**src/rtl/controle_multiciclo.sv**
```systemverilog
// Multicycle MIPS-style control unit: Moore FSM that sequences fetch, decode,
// execute, memory and write-back steps. A memory access that waits too long
// for mem_ready parks the FSM in HALT with a sticky timeout flag.
// Optional feature: define CONTROLE_ADDI_EN to decode ADDI (opcode 0x08).
module controle_multiciclo #(
    parameter int unsigned WAIT_LIMIT = 8
) (
    input  logic       clk,
    input  logic       reset,
    input  logic [5:0] opcode,
    input  logic       mem_ready,
    output logic       pc_write,
    output logic       pc_write_cond,
    output logic       i_or_d,
    output logic       mem_read,
    output logic       mem_write,
    output logic       mem_to_reg,
    output logic       ir_write,
    output logic       alu_src_a,
    output logic       reg_write,
    output logic       reg_dst,
    output logic [1:0] pc_source,
    output logic [1:0] alu_op,
    output logic [1:0] alu_src_b,
    output logic [3:0] state,
    output logic       illegal_op,
    output logic       mem_timeout
);

    localparam int unsigned CNT_W = (WAIT_LIMIT > 1) ? $clog2(WAIT_LIMIT) : 1;
    localparam logic [CNT_W-1:0] CNT_LAST = CNT_W'(WAIT_LIMIT - 1);

    localparam logic [5:0] OP_RTYPE = 6'h00;
    localparam logic [5:0] OP_LW    = 6'h23;
    localparam logic [5:0] OP_SW    = 6'h2B;
    localparam logic [5:0] OP_BEQ   = 6'h04;
    localparam logic [5:0] OP_J     = 6'h02;
`ifdef CONTROLE_ADDI_EN
    localparam logic [5:0] OP_ADDI  = 6'h08;
`endif

    typedef enum logic [3:0] {
        S_FETCH     = 4'd0,
        S_DECODE    = 4'd1,
        S_MEM_ADDR  = 4'd2,
        S_MEM_READ  = 4'd3,
        S_MEM_WB    = 4'd4,
        S_MEM_WRITE = 4'd5,
        S_R_EXEC    = 4'd6,
        S_R_WB      = 4'd7,
        S_BRANCH    = 4'd8,
        S_JUMP      = 4'd9,
        S_ADDI_EXEC = 4'd10,
        S_ADDI_WB   = 4'd11,
        S_HALT      = 4'd15
    } state_t;

    state_t           r_state;
    state_t           w_next;
    logic [CNT_W-1:0] r_wait_cnt;
    logic [CNT_W-1:0] w_wait_cnt_next;
    logic             r_mem_timeout;
    logic             w_mem_state;
    logic             w_wait_last;
    logic             w_timeout_hit;
    logic             w_illegal;

    // FETCH, MEM_READ and MEM_WRITE are the states that stall on memory
    assign w_mem_state   = (r_state == S_FETCH) || (r_state == S_MEM_READ) ||
                           (r_state == S_MEM_WRITE);
    assign w_wait_last   = (r_wait_cnt == CNT_LAST);
    assign w_timeout_hit = w_mem_state && !mem_ready && w_wait_last;
    // Counter runs only while stalled; any advance or non-memory state clears it
    assign w_wait_cnt_next = (w_mem_state && !mem_ready && !w_wait_last) ?
                             r_wait_cnt + CNT_W'(1) : '0;

    // State, wait counter and sticky timeout registers
    always_ff @(posedge clk or negedge reset) begin
        if (!reset) begin
            r_state       <= S_FETCH;
            r_wait_cnt    <= '0;
            r_mem_timeout <= 1'b0;
        end else begin
            r_state    <= w_next;
            r_wait_cnt <= w_wait_cnt_next;
            if (w_timeout_hit) begin
                r_mem_timeout <= 1'b1;
            end
        end
    end

    // Next-state decode and the DECODE-cycle illegal opcode flag
    always_comb begin
        w_next    = r_state;
        w_illegal = 1'b0;
        case (r_state)
            S_FETCH: begin
                if (mem_ready)        w_next = S_DECODE;
                else if (w_wait_last) w_next = S_HALT;
            end
            S_DECODE: begin
                case (opcode)
                    OP_RTYPE:      w_next = S_R_EXEC;
                    OP_LW, OP_SW:  w_next = S_MEM_ADDR;
                    OP_BEQ:        w_next = S_BRANCH;
                    OP_J:          w_next = S_JUMP;
`ifdef CONTROLE_ADDI_EN
                    OP_ADDI:       w_next = S_ADDI_EXEC;
`endif
                    default: begin
                        w_next    = S_FETCH;
                        w_illegal = 1'b1;
                    end
                endcase
            end
            S_MEM_ADDR: begin
                if (opcode == OP_LW)      w_next = S_MEM_READ;
                else if (opcode == OP_SW) w_next = S_MEM_WRITE;
                else                      w_next = S_FETCH;
            end
            S_MEM_READ: begin
                if (mem_ready)        w_next = S_MEM_WB;
                else if (w_wait_last) w_next = S_HALT;
            end
            S_MEM_WRITE: begin
                if (mem_ready)        w_next = S_FETCH;
                else if (w_wait_last) w_next = S_HALT;
            end
            S_R_EXEC:    w_next = S_R_WB;
            S_ADDI_EXEC: w_next = S_ADDI_WB;
            S_MEM_WB, S_R_WB, S_ADDI_WB, S_BRANCH, S_JUMP: w_next = S_FETCH;
            S_HALT:      w_next = S_HALT;
            default:     w_next = S_FETCH;
        endcase
    end

    // Moore control decode; FETCH write strobes follow mem_ready but are held low in reset
    always_comb begin
        pc_write      = 1'b0;
        pc_write_cond = 1'b0;
        i_or_d        = 1'b0;
        mem_read      = 1'b0;
        mem_write     = 1'b0;
        mem_to_reg    = 1'b0;
        ir_write      = 1'b0;
        alu_src_a     = 1'b0;
        reg_write     = 1'b0;
        reg_dst       = 1'b0;
        pc_source     = 2'b00;
        alu_op        = 2'b00;
        alu_src_b     = 2'b00;
        case (r_state)
            S_FETCH: begin
                mem_read  = 1'b1;
                alu_src_b = 2'b01;
                ir_write  = mem_ready && reset;
                pc_write  = mem_ready && reset;
            end
            S_DECODE: alu_src_b = 2'b11;
            S_MEM_ADDR, S_ADDI_EXEC: begin
                alu_src_a = 1'b1;
                alu_src_b = 2'b10;
            end
            S_MEM_READ: begin
                mem_read = 1'b1;
                i_or_d   = 1'b1;
            end
            S_MEM_WRITE: begin
                mem_write = 1'b1;
                i_or_d    = 1'b1;
            end
            S_MEM_WB: begin
                reg_write  = 1'b1;
                mem_to_reg = 1'b1;
            end
            S_R_EXEC: begin
                alu_src_a = 1'b1;
                alu_op    = 2'b10;
            end
            S_R_WB: begin
                reg_write = 1'b1;
                reg_dst   = 1'b1;
            end
            S_BRANCH: begin
                alu_src_a     = 1'b1;
                alu_op        = 2'b01;
                pc_write_cond = 1'b1;
                pc_source     = 2'b01;
            end
            S_JUMP: begin
                pc_write  = 1'b1;
                pc_source = 2'b10;
            end
            S_ADDI_WB: reg_write = 1'b1;
            default: ;
        endcase
    end

    assign state       = r_state;
    assign illegal_op  = w_illegal;
    assign mem_timeout = r_mem_timeout;

endmodule

```
**config.mk**
```make
export PLATFORM = sky130hd
export DESIGN_NAME = controle_multiciclo
export DESIGN_NICKNAME = d
export VERILOG_FILES = /design/src/rtl/controle_multiciclo.sv
export SDC_FILE = /design/constraint.sdc
export NUM_CORES = 1
export LEC_CHECK = 0
export CAP_MARGIN = 20
export CELL_PAD_IN_SITES_DETAIL_PLACEMENT = 0
export CELL_PAD_IN_SITES_GLOBAL_PLACEMENT = 1
export CORE_MARGIN = 5
export CORE_UTILIZATION = 33
export CTS_BUF_LIST = sky130_fd_sc_hd__clkbuf_8
export DETAILED_ROUTE_END_ITERATION = 16
export PLACE_DENSITY = 0.87
export RECOVER_POWER = 50
export SLEW_MARGIN = 20
export SYNTH_ARGS = -nofsm -noshare
export SYNTH_HDL_FRONTEND = slang
export SYNTH_SLANG_ARGS = --single-unit
```
**constraint.sdc**
```tcl
create_clock -name clk -period 2.45 [get_ports clk]
set_clock_uncertainty 0.1 [all_clocks]
set_input_delay 0.49 -clock clk [delete_from_list [all_inputs] [get_ports clk]]
set_output_delay 0.49 -clock clk [all_outputs]
set_load 0.01 [all_outputs]
```
Word-level counts from Yosys, hierarchy flattened
Index checks and enable logic that the tools add are counted.
Cells by class
  equal/unequal tests: 17
  reductions and logical operators: 17
  mux-type cells: 24
  add/sub/neg operators: 1
Operators with widths (count)
  $pmux 4 s8: 1
  $eq 4x4->1 const B: 5
  $eq 4x3->1 const B: 4
  $mux 4: 4
  $pmux 4 s4: 1
  $eq 6x6->1 const B: 2
  $mux 1: 11
  $mux 3: 3
  $eq 4x2->1 const B: 2
  $pmux 2 s2: 2
  $reduce_or 2->1: 4
  $eq 6x2->1 const B: 1
  $eq 6x3->1 const B: 1
  $logic_not 6->1: 1
  $pmux 2 s3: 1
  $reduce_or 5->1: 1
  $eq 4x1->1 const B: 1
  $logic_and 1x1->1: 4
  $logic_not 4->1: 1
  $reduce_or 4->1: 1
  $add 3x1->3 const B: 1
  $eq 3x3->1 const B: 1
  $reduce_or 3->1: 1
  $logic_not 1->1: 2
  2 further kinds: 3
Word-level totals
  output and inout port bits: 22
  bits of input ports: 9
  logic and storage cells: 62
  register bits after elaboration: 8

Depth between registers and ports, before layout
  word-level depth: 6
  gate-level depth with buffers: 6
  depth with buffers taken out: 6

Worst setup path before layout
OpenSTA, ideal clock, no wires.
  kind: flip-flop to output port
  from: register r_state[2] (netlist: state[2])
  to: output port pc_write
  buffers on the path: 2
  data arrival time: 1.440 ns
  setup slack: 0.420 ns
  cell stages (with the launch flop): 7
  data required time: 1.860 ns
  cell sequence: dfrtp_1 > buf_2 > buf_4 > nor2_2 > nand3_1 > nor3_1 > or2_2
Between the ends
  word-level cells in the longest chain between the ends: 2
  elaborated cells between the ends (all ways): 3
  classes of those cells: eq/ne: 1; mux: 1; reduce/logical: 1
Ends and longest elaborated chain
  from (decl): RTL line 58  | state_t r_state;
  from (signal assigned): RTL line 84  | r_state <= w_next;
  $eq 4x4->1 or $logic_not 4->1 (tied branches): RTL line 152  | case (r_state)
  $pmux 1 s2 *: RTL line 152
  to (decl): RTL line 12  | output logic pc_write,
Mark *: on every way between the ends. The rest lies on a longest branch, timed or not.

Worst setup path after layout
  from: input port mem_ready
  to: output port ir_write
Between the ends
  word-level cells in the longest chain between the ends: 2
Ends and longest elaborated chain
  from (decl): RTL line 11  | input logic mem_ready,
  $logic_and 1x1->1: RTL line 156  | ir_write = mem_ready && reset;
  $mux 1: RTL line 152
  to (decl): RTL line 18  | output logic ir_write,
Every way passes these cells.

==> impl_results.html <==
<table>
<tr><th>Metric</th><th>Value</th></tr>
<tr><th colspan="2">Outcome</th></tr>
<tr><td>Run status</td><td>finished, final reports clean</td></tr>
<tr><th colspan="2">Logic synthesis</th></tr>
<tr><td>Number of warnings reported in the yosys synthesis log</td><td>0</td></tr>
<tr><td>Post-synthesis area per instance</td><td>7.67 um^2</td></tr>
<tr><td>Leading register cell type out of synthesis</td><td>sky130_fd_sc_hd__dfrtp_1</td></tr>
<tr><td>Post-Syn Nets</td><td>111</td></tr>
<tr><td>Cell type contributing the most total cell area after synthesis</td><td>sky130_fd_sc_hd__dfrtp_1</td></tr>
<tr><td>Post-synth top area share</td><td>26.1%</td></tr>
<tr><td>Synthesized area</td><td>767 um^2</td></tr>
<tr><td>Most frequent cell after synthesis</td><td>sky130_fd_sc_hd__nor2_1</td></tr>
<tr><td>Synth top cells by count</td><td>sky130_fd_sc_hd__nor2_1 (10), sky130_fd_sc_hd__nor3_1 (9), sky130_fd_sc_hd__dfrtp_1 (8), sky130_fd_sc_hd__nand2b_1 (8)</td></tr>
<tr><td>Mapped Cells</td><td>100</td></tr>
<tr><td>Seq/Total Area, Yosys</td><td>26.1%</td></tr>
<tr><td>Number of flops mapped to enable cells by yosys</td><td>0</td></tr>
<tr><td>Number of distinct library cells after synthesis</td><td>39</td></tr>
<tr><td>Share of flip-flops with an asynchronous set or reset</td><td>100%</td></tr>
<tr><td>Largest cells by area after synthesis</td><td>sky130_fd_sc_hd__dfrtp_1 (26%), sky130_fd_sc_hd__nand2b_1 (6.5%), sky130_fd_sc_hd__nor3_1 (5.9%), sky130_fd_sc_hd__nor2_1 (4.9%), sky130_fd_sc_hd__buf_2 (3.3%)</td></tr>
<tr><td>Post-synthesis register bit count</td><td>8</td></tr>
<tr><th colspan="2">Setup path</th></tr>
<tr><td>Critical-path cell with the highest stage delay</td><td>sky130_fd_sc_hd__clkdlybuf4s50_1</td></tr>
<tr><td>Cell type with the highest occurrence count on the critical path</td><td>sky130_fd_sc_hd__clkdlybuf4s50_1</td></tr>
<tr><td>Crit path max fanout</td><td>2</td></tr>
<tr><td>Critical path origin</td><td>mem_ready</td></tr>
<tr><td>Cell type group with the largest total delay on the critical path</td><td>buffers and inverters</td></tr>
<tr><td>Sort of element at the end of the critical path</td><td>primary output</td></tr>
<tr><td>Critical Path Start Type</td><td>input port</td></tr>
<tr><td>Required time reported for the critical path endpoint</td><td>1860 ps</td></tr>
<tr><td>Endpoint arrival time on the critical path</td><td>1790 ps</td></tr>
<tr><td>Series of cell instances along the critical path</td><td>clkdlybuf4s50_1 -&gt; nand3_1 -&gt; nor3_2 -&gt; clkdlybuf4s50_1</td></tr>
<tr><td>Stage delay of the slowest cell on the critical path</td><td>560 ps</td></tr>
<tr><td>Critical path start-end classification</td><td>input port to primary output</td></tr>
<tr><td>Sum of buffers and inverters on the critical path</td><td>2</td></tr>
<tr><td>Worst r2r src</td><td>r_wait_cnt[0]</td></tr>
<tr><th colspan="2">Route</th></tr>
<tr><td>Number of detailed-route iterations in the first pass</td><td>4</td></tr>
<tr><td>Count of nets left with antenna violations after detail routing</td><td>0</td></tr>
<tr><td>Number of DRC markers after the initial detailed-route iteration</td><td>18</td></tr>
<tr><td>Total number of vias</td><td>953</td></tr>
<tr><td>Average wire length per cell after detail routing</td><td>13.0 um</td></tr>
<tr><td>DRT Wirelength</td><td>2270 um</td></tr>
<tr><td>DRC violation count after routing</td><td>0</td></tr>
<tr><td>Routed vias/inst</td><td>5.48</td></tr>
<tr><th colspan="2">Cells and area</th></tr>
<tr><td>Fraction of final layout cells sized beyond drive strength 1</td><td>26.7%</td></tr>
<tr><td>Fillers</td><td>225</td></tr>
<tr><td># nets final</td><td>159</td></tr>
<tr><td>Count of placed standard cells in the final layout, fillers left out</td><td>174</td></tr>
<tr><td>Final core utilization</td><td>57.1%</td></tr>
<tr><td>Synthesis-to-finish area growth</td><td>64.6%</td></tr>
<tr><td>Summed area of non-filler cells in the final layout</td><td>0.00126 mm^2</td></tr>
<tr><td>Diode insertion count for antenna repair</td><td>0</td></tr>
<tr><th colspan="2">CTS</th></tr>
<tr><td>Count of H-tree levels built during CTS</td><td>1</td></tr>
<tr><td>Clk_lat worst skew</td><td>220 ps</td></tr>
<tr><td>CTS tree</td><td>built</td></tr>
<tr><td>Count of clock tree sinks</td><td>8</td></tr>
<tr><td>Number of hold-repair buffers added at the cts stage</td><td>0</td></tr>
<tr><td>Worst-path clk slew</td><td>40 ps</td></tr>
<tr><td>Root Buffer Master</td><td>sky130_fd_sc_hd__clkbuf_8</td></tr>
<tr><td>Clock buffer depth</td><td>2</td></tr>
<tr><td>Total CTS buffers</td><td>3</td></tr>
<tr><th colspan="2">Global routing</th></tr>
<tr><td>Maximum number of pins on one net before global-route repair</td><td>15</td></tr>
<tr><td>Total grt overflow</td><td>0</td></tr>
<tr><td>Overall fraction of global-route tracks in use</td><td>14.1%</td></tr>
<tr><td>Global-route wire length before repair</td><td>3840 um</td></tr>
<tr><td>Antenna violations before repair</td><td>0</td></tr>
<tr><td>Vias in the first global route</td><td>918</td></tr>
<tr><th colspan="2">Die</th></tr>
<tr><td>Ports</td><td>31</td></tr>
<tr><td>Die Ht</td><td>58.2 um</td></tr>
<tr><td>Floorplan die width</td><td>58.2 um</td></tr>
<tr><td>Core area</td><td>0.00221 mm^2</td></tr>
<tr><td>Initial core utilization</td><td>34.7%</td></tr>
<tr><td>Die Footprint</td><td>0.00339 mm^2</td></tr>
<tr><td>Cell Rows</td><td>17</td></tr>
<tr><th colspan="2">Hold path</th></tr>
<tr><td>HP Class</td><td>register to register</td></tr>
<tr><td>Critical hold path startpoint</td><td>r_wait_cnt[0]</td></tr>
<tr><th colspan="2">STA</th></tr>
<tr><td>Total count of max-transition violations in the final report</td><td>0</td></tr>
<tr><td>Time the worst path needs with I/O delays and setup</td><td>2380 ps</td></tr>
<tr><td>Setup repair after global routing missed its margin</td><td>no</td></tr>
<tr><td>Transition time of the tightest slew-check pin</td><td>411 ps</td></tr>
<tr><td>Fin. Hold Viols</td><td>0</td></tr>
<tr><td>Period Utilization, post-route</td><td>97.1%</td></tr>
<tr><td>Maximum clock frequency</td><td>420 MHz</td></tr>
<tr><td>Total of endpoints with negative setup slack in the final report</td><td>0</td></tr>
<tr><td>Worst relative slew slack</td><td>72.6%</td></tr>
<tr><th colspan="2">Placed design</th></tr>
<tr><td>Placer's final routability congestion estimate</td><td>0.835</td></tr>
<tr><td>Detailed placer's ending HPWL</td><td>1840 um</td></tr>
<tr><td>Number of input and output port buffers inserted</td><td>30</td></tr>
<tr><td>Cell count after placement</td><td>169</td></tr>
<tr><td>Cell area after placement</td><td>0.00120 mm^2</td></tr>
<tr><th colspan="2">Power and ir drop</th></tr>
<tr><td>Power density over cell area</td><td>595 mW/mm^2</td></tr>
<tr><td>Overall power after layout</td><td>0.751 mW</td></tr>
<tr><td>VDD IR-drop max</td><td>0.000462 V</td></tr>
<tr><td>Standby leakage power</td><td>0.551 nW</td></tr>
<tr><th colspan="2">Flow run</th></tr>
<tr><td>Max-capacitance violation count</td><td>0</td></tr>
</table>
path summary, 6_finish.rpt:
check | cells after the start | endpoint | slack [ps]
max | 4 | ir_write | 70
min | 1 | r_wait_cnt[0] | 350
max reg2reg | 6 | state[2] | 710
min reg2reg | 1 | r_wait_cnt[0] | 350
max in group asynchronous | 2 | state[0] | 1350
min in group asynchronous | 2 | r_wait_cnt[0] | 580
report_power, final:
part	switching (mW)	total [mW]	leakage (nW)	internal, mW
combinational	0.189	0.401	0.425	0.212
clock	0.0462	0.152	0.0216	0.106
sequential	0.0421	0.198	0.104	0.156
total	0.277	0.751	0.551	0.474
registers in the layout, indices dropped and copies added, names as in the netlist:
signal / count
state: 4
r_wait_cnt: 3
mem_timeout: 1
layer usage:
metal	vias to the layer above	track usage (%)	part of all wire [%]
li1	459	-	-
met1	448	15.5	39
met2	40	26.8	52
met3	6	2.45	7.3
met4	0	4.64	1.5
met5	-	0	0
through the flow:
step                      setup TNS, ps  hold slack, ps  worst slack (ps)
after floorplan                       0            94.4               420
after global placement             -458             329              -410
after detailed placement           -520             339              -450
after CTS                             0             361              30.7
after global routing                  0             377              10.7
final                                 0             353              70.1
cell type report:
class                           instances  area (um^2)  area share, %
Timing Repair Buffer                   51          440           34.9
Tap cell                               28         35.0           2.78
Sequential cell                         8          204           16.2
Multi-Input combinational cell         81          531           42.0
Inverter                                3         11.3          0.892
Clock buffer                            3         41.3           3.27
what timing repair did:
| action | CTS | global route |
|---|---|---|
| buffers inserted | 0 | 2 |
| setup endpoints to repair | 3 | 3 |
| resized for setup | 13 | 4 |
| pin swaps | 3 | 0 |
cells in the final DEF (no fill, tap or decap), types with 2 or more instances in the layout:
| master | netlist | layout |
|---|---|---|
| sky130_fd_sc_hd__a21oi_1 | 3 | 3 |
| sky130_fd_sc_hd__a31oi_1 | 2 | 2 |
| sky130_fd_sc_hd__and2_0 | 0 | 2 |
| sky130_fd_sc_hd__and3_1 | 3 | 3 |
| sky130_fd_sc_hd__buf_4 | 3 | 19 |
| sky130_fd_sc_hd__clkbuf_1 | 0 | 2 |
| sky130_fd_sc_hd__clkbuf_8 | 0 | 3 |
| sky130_fd_sc_hd__clkdlybuf4s50_1 | 0 | 23 |
| sky130_fd_sc_hd__dfrtp_1 | 8 | 5 |
| sky130_fd_sc_hd__dfrtp_2 | 0 | 3 |
| sky130_fd_sc_hd__dlygate4sd2_1 | 0 | 4 |
| sky130_fd_sc_hd__dlygate4sd3_1 | 0 | 2 |
| sky130_fd_sc_hd__ha_1 | 2 | 2 |
| sky130_fd_sc_hd__inv_1 | 3 | 3 |
| sky130_fd_sc_hd__nand2_1 | 5 | 5 |
| sky130_fd_sc_hd__nand2b_1 | 8 | 8 |
| sky130_fd_sc_hd__nand3_1 | 5 | 4 |
| sky130_fd_sc_hd__nor2_1 | 10 | 10 |
| sky130_fd_sc_hd__nor3_1 | 9 | 6 |
| sky130_fd_sc_hd__nor3_2 | 1 | 4 |
| sky130_fd_sc_hd__nor4_1 | 2 | 2 |
| sky130_fd_sc_hd__o211ai_1 | 2 | 2 |
| sky130_fd_sc_hd__o21ai_0 | 3 | 3 |
| sky130_fd_sc_hd__xnor2_1 | 2 | 2 |
kinds of logic (layout without fill, tap and decap cells):
kind of cell / count (synthesis) / after routing / share of synthesized area [%]
simple gates: 56 / 56 / 40.1
compound gates: 19 / 19 / 17.9
buf+inv: 11 / 57 / 7.67
flops: 8 / 8 / 26.1
xor+xnor: 3 / 3 / 3.43
fa+ha+maj: 2 / 2 / 3.26
mux: 1 / 1 / 1.47
(Power assumes the default switching activity.)
